File: config.mk
export PLATFORM = sky130hd
export DESIGN_NAME = mem_arbiter_flat
export DESIGN_NICKNAME = d
export VERILOG_FILES = /design/src/rtl/mem_arbiter_if.sv /design/src/rtl/mem_arbiter.sv /design/src/flat_wrapper.sv
export SDC_FILE = /design/constraint.sdc
export NUM_CORES = 1
export LEC_CHECK = 0
export CAP_MARGIN = 10
export CORE_ASPECT_RATIO = 0.5
export CORE_MARGIN = 2
export CORE_UTILIZATION = 44
export CTS_CLUSTER_DIAMETER = 200
export CTS_CLUSTER_SIZE = 25
export DETAILED_ROUTE_END_ITERATION = 8
export MAX_ROUTING_LAYER = met4
export PLACE_DENSITY_LB_ADDON = 0.05
export SYNTH_ARGS = -nofsm -noshare
export SYNTH_HDL_FRONTEND = slang
export SYNTH_SLANG_ARGS = --single-unit
File: constraint.sdc
create_clock -name clk_in -period 2.4 [get_ports clk_in]
set_input_delay 0.24 -clock clk_in [delete_from_list [all_inputs] [get_ports clk_in]]
set_output_delay 0.24 -clock clk_in [all_outputs]
set_load 0.02 [all_outputs]
File: src/rtl/mem_arbiter_if.sv
// Pipeline-side request/completion signals and the byte-wide RAM port of the memory arbiter.
// The arbiter connects through the slave modport; requesters and the RAM model use master.
interface mem_arbiter_if #(
  parameter int ADDR_WIDTH = 17
);
  logic                  if_req;
  logic [31:0]           if_addr;
  logic                  if_fin;
  logic [31:0]           if_data;
  logic [1:0]            memctl_op;
  logic [1:0]            memctl_len;
  logic [31:0]           memctl_addr;
  logic [31:0]           memctl_data;
  logic                  memctl_fin;
  logic [31:0]           memctl_out;
  logic [7:0]            ram_din;
  logic [7:0]            ram_dout;
  logic [ADDR_WIDTH-1:0] ram_a;
  logic                  ram_wr;

  modport slave (
    input  if_req, if_addr, memctl_op, memctl_len, memctl_addr, memctl_data, ram_din,
    output if_fin, if_data, memctl_fin, memctl_out, ram_dout, ram_a, ram_wr
  );

  modport master (
    output if_req, if_addr, memctl_op, memctl_len, memctl_addr, memctl_data, ram_din,
    input  if_fin, if_data, memctl_fin, memctl_out, ram_dout, ram_a, ram_wr
  );
endinterface

File: src/rtl/mem_arbiter.sv
// Shares one byte-wide synchronous RAM port between instruction fetch and the MEM stage,
// splitting 1/2/4-byte loads and stores into little-endian byte accesses.
module mem_arbiter #(
  parameter int ADDR_WIDTH = 17
) (
  input  logic clk_in,
  input  logic rstn_in,
  input  logic rdy_in,
  mem_arbiter_if.slave bus
);
  typedef enum logic [1:0] {IDLE, READ, WRITE, DONE} state_t;

  state_t                state_q;
  logic                  owner_mem_q;
  logic [ADDR_WIDTH-1:0] base_q;
  logic [31:0]           data_q;
  logic [31:0]           result_q;
  logic [2:0]            n_q;
  logic [2:0]            idx_q;
  logic                  if_fin_q;
  logic                  mem_fin_q;
  logic [31:0]           if_data_q;
  logic [31:0]           mem_out_q;

  logic                  mem_valid;
  logic [2:0]            mem_n;
  logic [ADDR_WIDTH-1:0] cur_addr;
  logic [31:0]           assembled;

  assign mem_valid = ((bus.memctl_op == 2'd1) || (bus.memctl_op == 2'd2)) && (bus.memctl_len != 2'd3);
  assign mem_n     = (bus.memctl_len == 2'd0) ? 3'd1 : (bus.memctl_len == 2'd1) ? 3'd2 : 3'd4;
  // Truncating after the add gives the same low bits as the full 32-bit modulo sum.
  assign cur_addr  = base_q + ADDR_WIDTH'(idx_q);

  // Byte read at idx-1 arrives while idx is current; merge it into its lane.
  generate
    for (genvar gi = 0; gi < 4; gi++) begin : g_lane
      assign assembled[8*gi +: 8] = (idx_q == 3'(gi + 1)) ? bus.ram_din : result_q[8*gi +: 8];
    end
  endgenerate

  always_ff @(posedge clk_in or negedge rstn_in) begin
    if (!rstn_in) begin
      state_q     <= IDLE;
      owner_mem_q <= 1'b0;
      base_q      <= '0;
      data_q      <= '0;
      result_q    <= '0;
      n_q         <= '0;
      idx_q       <= '0;
      if_fin_q    <= 1'b0;
      mem_fin_q   <= 1'b0;
      if_data_q   <= '0;
      mem_out_q   <= '0;
    end else if (rdy_in) begin
      if_fin_q  <= 1'b0;
      mem_fin_q <= 1'b0;
      case (state_q)
        IDLE: begin
          idx_q    <= '0;
          result_q <= '0;
          if (mem_valid) begin
            owner_mem_q <= 1'b1;
            base_q      <= bus.memctl_addr[ADDR_WIDTH-1:0];
            data_q      <= bus.memctl_data;
            n_q         <= mem_n;
            state_q     <= (bus.memctl_op == 2'd2) ? WRITE : READ;
          end else if (bus.if_req) begin
            owner_mem_q <= 1'b0;
            base_q      <= bus.if_addr[ADDR_WIDTH-1:0];
            data_q      <= '0;
            n_q         <= 3'd4;
            state_q     <= READ;
          end
        end
        READ: begin
          if (idx_q != 3'd0) result_q <= assembled;
          if (idx_q == n_q) begin
            state_q <= DONE;
            if (owner_mem_q) begin
              mem_out_q <= assembled;
              mem_fin_q <= 1'b1;
            end else begin
              if_data_q <= assembled;
              if_fin_q  <= 1'b1;
            end
          end else begin
            idx_q <= idx_q + 3'd1;
          end
        end
        WRITE: begin
          if (idx_q == n_q - 3'd1) begin
            state_q   <= DONE;
            mem_fin_q <= owner_mem_q;
            if_fin_q  <= ~owner_mem_q;
          end else begin
            idx_q <= idx_q + 3'd1;
          end
        end
        default: state_q <= IDLE;
      endcase
    end
  end

  // RAM strobes are forced off while paused so a frozen WRITE cannot repeat.
  assign bus.ram_wr     = (state_q == WRITE) && rdy_in;
  assign bus.ram_a      = (((state_q == READ) && (idx_q < n_q)) || (state_q == WRITE)) ? cur_addr : '0;
  assign bus.ram_dout   = (state_q == WRITE) ? data_q[{idx_q[1:0], 3'b000} +: 8] : 8'h00;
  assign bus.if_fin     = if_fin_q;
  assign bus.if_data    = if_data_q;
  assign bus.memctl_fin = mem_fin_q;
  assign bus.memctl_out = mem_out_q;
endmodule

File: src/flat_wrapper.sv
// flat-port wrapper written by rule: the top's interface ports become plain ports
module mem_arbiter_flat 
#(
  parameter int ADDR_WIDTH = 17
)
  (clk_in, rstn_in, rdy_in, bus_if_req, bus_if_addr, bus_memctl_op, bus_memctl_len, bus_memctl_addr, bus_memctl_data, bus_ram_din, bus_if_fin, bus_if_data, bus_memctl_fin, bus_memctl_out, bus_ram_dout, bus_ram_a, bus_ram_wr);
  mem_arbiter_if #(.ADDR_WIDTH(ADDR_WIDTH)) bus_i ();
  input  logic clk_in;
  input  logic rstn_in;
  input  logic rdy_in;
  input wire logic [$bits(bus_i.if_req)-1:0] bus_if_req;
  input wire logic [$bits(bus_i.if_addr)-1:0] bus_if_addr;
  input wire logic [$bits(bus_i.memctl_op)-1:0] bus_memctl_op;
  input wire logic [$bits(bus_i.memctl_len)-1:0] bus_memctl_len;
  input wire logic [$bits(bus_i.memctl_addr)-1:0] bus_memctl_addr;
  input wire logic [$bits(bus_i.memctl_data)-1:0] bus_memctl_data;
  input wire logic [$bits(bus_i.ram_din)-1:0] bus_ram_din;
  output wire logic [$bits(bus_i.if_fin)-1:0] bus_if_fin;
  output wire logic [$bits(bus_i.if_data)-1:0] bus_if_data;
  output wire logic [$bits(bus_i.memctl_fin)-1:0] bus_memctl_fin;
  output wire logic [$bits(bus_i.memctl_out)-1:0] bus_memctl_out;
  output wire logic [$bits(bus_i.ram_dout)-1:0] bus_ram_dout;
  output wire logic [$bits(bus_i.ram_a)-1:0] bus_ram_a;
  output wire logic [$bits(bus_i.ram_wr)-1:0] bus_ram_wr;
  assign bus_i.if_req = bus_if_req;
  assign bus_i.if_addr = bus_if_addr;
  assign bus_i.memctl_op = bus_memctl_op;
  assign bus_i.memctl_len = bus_memctl_len;
  assign bus_i.memctl_addr = bus_memctl_addr;
  assign bus_i.memctl_data = bus_memctl_data;
  assign bus_i.ram_din = bus_ram_din;
  assign bus_if_fin = bus_i.if_fin;
  assign bus_if_data = bus_i.if_data;
  assign bus_memctl_fin = bus_i.memctl_fin;
  assign bus_memctl_out = bus_i.memctl_out;
  assign bus_ram_dout = bus_i.ram_dout;
  assign bus_ram_a = bus_i.ram_a;
  assign bus_ram_wr = bus_i.ram_wr;
  mem_arbiter #(.ADDR_WIDTH(ADDR_WIDTH)) u_core (.clk_in(clk_in), .rstn_in(rstn_in), .rdy_in(rdy_in), .bus(bus_i));
endmodule
; Yosys cells after proc, flatten, opt, wreduce, memory -nomap -nowiden
; Index checks and enable logic that the tools add are counted.
[classes]
n_addsub = 3
order_cmp = 1
n_eq_ne = 18
n_shift = 1
mux = 35
bitwise = 1
n_reduce_logical = 17
[op_table]
columns = cell, n
row1 = 32-bit 2-to-1 mux, 3
row2 = 32-bit case mux with 2 select lines, 1
row3 = 17-bit 2-to-1 mux, 3
row4 = 8-bit 2-to-1 mux, 5
row5 = 32-bit by 6-bit variable part select with 8-bit output, 1
row6 = 3-bit 2-to-1 mux, 6
row7 = 17-bit by 3-bit adder with 17-bit output, 1
row8 = 4-bit AND reduction, 4
row9 = 2-bit 2-to-1 mux, 5
row10 = 3-bit case mux with 3 select lines, 1
row11 = 1-bit 2-to-1 mux, 8
row12 = "2-bit by 1-bit equality test with 1-bit output, second input constant", 3
row13 = "3-bit by 2-bit equality test with 1-bit output, second input constant", 2
row14 = 3-bit equality test, 2
row15 = "2-bit by 1-bit != test with 1-bit output, second input constant", 3
row16 = "2-bit != test, second input constant", 3
row17 = 2-bit case mux with 3 select lines, 1
row18 = 3-bit AND reduction, 2
row19 = 3-bit nonzero test, 2
row20 = "2-bit equality test, second input constant", 2
row21 = 2-bit logical NOT, 2
row22 = 1-bit case mux with 2 select lines, 2
row23 = 2-bit nonzero test, 2
row24 = "3-bit by 1-bit adder with 3-bit output, second input constant", 1
row25 = other kinds (8), 11
[word_totals]
reg_bits = 156
inputBits = 112
output_inout_bits = 92

; Logic depth before layout (Yosys ltp)
[logic_depth]
ltp_word = 5
depth_mapped = 8

; Worst setup path before layout
; No wires, ideal clock.
[synth_timing]
kind = reg-to-output
startpoint = reg u_core.idx_q[1]
endpoint = out bus_ram_a[16]
arrival_ns = 2.416
required_ns = 2.160
path_slack_ns = -0.256
path_stages_with_launch = 8
n_path_buf = 1
cell_sequence = dfrtp_1 > buf_2 > inv_1 > fa_1 > nor2b_1 > o21ai_1 > or4_1 > a21oi_1
[synth_between]
elab_chain_cells = 4
word_cells_on_any_way = 5
cone_classes = add/sub (1) / order compare (1) / mux (1) / reduce/logical (2)
[synth_lines]
columns = element, line_no
row1 = from (decl), mem_arbiter.sv:19  ; logic [2:0] idx_q;
row2 = from (signal assigned), mem_arbiter.sv:88  ; idx_q <= idx_q + 3'd1;
row3 = from (signal assigned), mem_arbiter.sv:97  ; idx_q <= idx_q + 3'd1;
row4 = branches (longest 3 deep; another with 17-bit by 3-bit adder with 17-bit output), --
row5 = 17-bit 2-to-1 mux *, mem_arbiter.sv:107  ; assign bus.ram_a = (((state_q == READ) && (idx_q < n_q)) || (state_q == WRITE)) ? cur_addr : '0;
row6 = to (decl), flat_wrapper.sv:23  ; output wire logic [$bits(bus_i.ram_a)-1:0] bus_ram_a;
; Every way passes the cells marked *.

; Worst setup path in the final report
[layout_timing]
startpoint = reg u_core.idx_q[0]
endpoint = out bus_ram_a[14]
; The elaborated chain is that of the path after synthesis.

==> metrics.md <==
| Metric | Value |
|---|---|
| Slowest stage delay, CP | `0.42 ns` |
| Register-to-Register Path Depth | `8` |
| DP Cell Count | `1044` |
| Antenna viol nets, final | `0` |
| Critical Path Start Type | `flop` |
| # rows | `33` |
| Critical Path AT | `2.33 ns` |
| RSZ-0062 raised after global routing | `yes` |
| Clock Latency Late Sink | `0.42 ns` |
| Die width | `185 um` |
| Post-Synthesis Cell Area | `0.00721 mm2` |
| Clock Path Buffers | `2` |
| First-pass GRT wire length | `28.5 mm` |
| Area growth syn-to-layout | `40.3%` |
| Max FO, Critical Path | `7` |
| Maximum clock frequency | `389 MHz` |
| CP top delay family | `simple AND/OR/NAND/NOR gates` |
| Layout Cells excl Fill | `1081` |
| Number of inserted diodes | `0` |
| #FFs+latches synth | `156` |
| Synth area leader | `dfrtp_1` |
| Synth warnings | `0` |
| Total gr overflow | `0` |
| Synth cell types | `51` |
| Final WS setup | `-0.174 ns` |
| Port bufs | `173` |
| Setup TNS | `-2.40 ns` |
| NumNets Final | `971` |
| Num CTS Buffers | `17` |
| Largest net degree at the start of global routing | `71` |
| H-tree depth | `4` |
| # clock sinks | `156` |
| Number of flops mapped to enable cells by yosys | `0` |
| CP max stage cell | `or4_4` |
| Failing checks | `setup timing` |
| Initial antenna violation count | `0` |
| Vias | `5652` |
| Mean Syn Cell Area | `11.2 um2` |
| Wirelength per Cell | `16.6 um` |
| Status | `complete, but fails checks` |
| Critical Path RT | `2.16 ns` |
| Clk root buf | `clkbuf_16` |
| Max-cap violations | `0` |
| Peak supply drop | `572 uV` |
| Reg clk slew, reported paths | `0.07 ns` |
| FF-to-FF setup slack | `0.27 ns` |
| Min-Delay Path Class | `in2async` |
| I/O pins | `204` |
| Crit path cell chain | `ha_2 -> inv_2 -> fa_2 -> nor2b_4 -> o21ai_4 -> or4_4 -> a21oi_2 -> buf_6` |
| Gr usage total | `21.8%` |
| Full die area | `0.0175 mm2` |
| Final Skew | `0.0178 ns` |
| Share of layout cells above drive strength 1 | `15.7%` |
| WP buf/inv | `2` |
| Finish-stage setup viols | `23` |
| Pwr dens | `1380 mW/mm2` |
| Max-slew headroom | `57.4%` |
| Area contributors post-synth | `dfrtp_1 (54%), a22o_1 (7.8%), mux2i_1 (7.4%), a21oi_1 (5.2%), nor2_1 (4.0%)` |
| Drt pass-1 iters | `4` |
| Initial core utilization | `44.5%` |
| Core Area | `0.0162 mm2` |
| Min Tclk post-route | `2.57 ns` |
| Final Hold Vio Count | `0` |
| Reg2reg start | `u_core.idx_q[0]` |
| Slew Viols, Final | `0` |
| Synth Net Count | `777` |
| Vias in the first global route | `5461` |
| Via-to-Cell Ratio | `5.23` |
| Sequential element share of the synthesized area | `54.1%` |
| R2R Path End | `u_core.bus.if_data[10]` |
| Cells after Synth | `647` |
| Final worst path period share | `107%` |
| Half-perimeter wire length after detailed placement | `12.3 mm` |
| Routed wire length | `18.0 mm` |
| DRC viols | `0` |
| Most used DFF post-synth | `dfrtp_1` |
| CP Class | `reg2out` |
| Synth top area share | `54.1%` |
| TritonCTS clock tree | `built` |
| Static Leak | `4.60 nW` |
| Ys async rst share | `100%` |
| Worst setup EP type | `output pin` |
| GPL Wtd Cong | `0.768` |
| Slew @ Worst Pin | `0.635 ns` |
| DR iter-0 viols | `304` |
| Die height | `94.5 um` |
| Stages on worst setup path | `8` |
-- logic make-up after synthesis --
group | Yosys count | synth area share (%)
xor gates and xnor gates | 7 | 1.06
adders and majority gates | 18 | 3.23
muxes | 62 | 10.1
AOI/OAI and AO/OA | 191 | 17.4
DFF | 156 | 54.1
and+or+nand+nor | 151 | 10.4
buffers and inverters | 62 | 3.75
-- where the power goes --
group	total [mW]	internal [mW]	switching, mW
clock network	2.74	1.50	1.24
logic	6.62	3.22	3.40
registers	4.57	3.84	0.737
total	13.9	8.56	5.38
-- worst register-to-register path, stage by stage (launching register included) --
cell and delay, ns:
dfrtp_1 0.36, buf_4 0.25, inv_1 0.09, ha_1 0.39
nand3_2 0.19, nor3_4 0.25, buf_12 0.28, nor2_1 0.11
a21oi_1 0.14
-- final cells by class --
cell class                      instances  area [um2]
Clock buffer                           18         429
Clock inverter                         14         171
Fill cell                            1337        6110
Inverter                               17        63.8
Multi-Input combinational cell        429        3160
Sequential cell                       156        3900
Tap cell                              227         284
Timing Repair Buffer                  220        2110
-- timing repair --
item	4_1_cts	5_1_grt
resized for setup	92	14
pin swaps	7	6
endpoints found under the hold margin	38	0
endpoints found under the setup margin	25	53
buffers inserted	4	0
gates cloned	0	0
hold buffers	1	0
-- metal layers --
layer,global-route usage [%],up-vias,share of wire [%]
met4,5.56,0,0.82
met3,4.51,12,5.1
met2,32.9,147,45
met1,30.3,2777,49
met5,-,-,0
li1,-,2716,-
-- worst max-delay path by stage --
stage,from,to,slack (ns)
2_1_floorplan,u_core.idx_q[0],bus_ram_a[10],0.009
3_3_place_gp,u_core.idx_q[0],bus_ram_a[16],-0.32
3_5_place_dp,u_core.idx_q[1],bus_ram_a[9],-0.40
4_1_cts,u_core.idx_q[0],bus_ram_a[14],-0.20
5_1_grt,u_core.idx_q[0],bus_ram_a[14],-0.26
6_report,u_core.idx_q[0],bus_ram_a[14],-0.17
-- synthesized netlist by cell type, drive strengths merged, types with 4 or more instances --
| cell type | number |
|---|---|
| or3 | 5 |
| nor2 | 76 |
| mux4 | 8 |
| o31ai | 5 |
| and2 | 9 |
| clkbuf | 13 |
| nand4 | 4 |
| nor2b | 6 |
| nor3 | 5 |
| buf | 32 |
| inv | 17 |
| or4 | 4 |
| ha | 17 |
| dfrtp | 156 |
| nand2b | 4 |
| a22o | 64 |
| mux2i | 53 |
| nand2 | 27 |
| xor2 | 5 |
| o21ai | 31 |
| a21oi | 75 |
-- sequential cells by signal, indices dropped and copies added (netlist names) --
signal / flops
u_core.base_q: 17
u_core.state_q: 2
u_core.bus.memctl_out: 32
u_core.result_q: 32
u_core.idx_q: 3
u_core.n_q: 3
u_core.owner_mem_q: 1
u_core.bus.if_fin: 1
u_core.bus.memctl_fin: 1
u_core.bus.if_data: 32
u_core.data_q: 32
-- through the flow --
step                area, um2  hold slack (ns)  setup WS, ns  util (%)  total power [mW]
floorplan                7240          -0.0556       0.00899         -              8.33
global placement         9430            0.181        -0.325      58.1              11.0
detailed placement       9430            0.179        -0.400      58.1              11.2
CTS                     10100            0.302        -0.196      62.0              13.9
global route            10100            0.319        -0.260      62.4              14.8
finish                  10100            0.289        -0.174      62.4              13.9
-- cells in the final DEF, fill, tap and decap left out, types with 3 or more instances in the layout --
master           count
or4_4                3
or3_1                5
buf_6                5
clkdlybuf4s50_1    153
o21ai_0             25
nor2b_1              5
and2_1               9
buf_4               44
clkbuf_16           17
o31ai_1              3
inv_6                3
o21ai_1              4
inv_1               15
dfrtp_1            156
a21oi_1             68
xor2_1               5
mux2i_1             53
and3_1               3
a21oi_4              3
nand4_1              4
a22o_1              64
buf_2                9
nand2b_1             4
inv_8                6
nor2_1              76
nand2_1             26
mux4_2               8
a21oi_2              4
buf_12               5
o211ai_1             3
ha_1                16
Note: power is estimated with default switching activity, not from simulation.
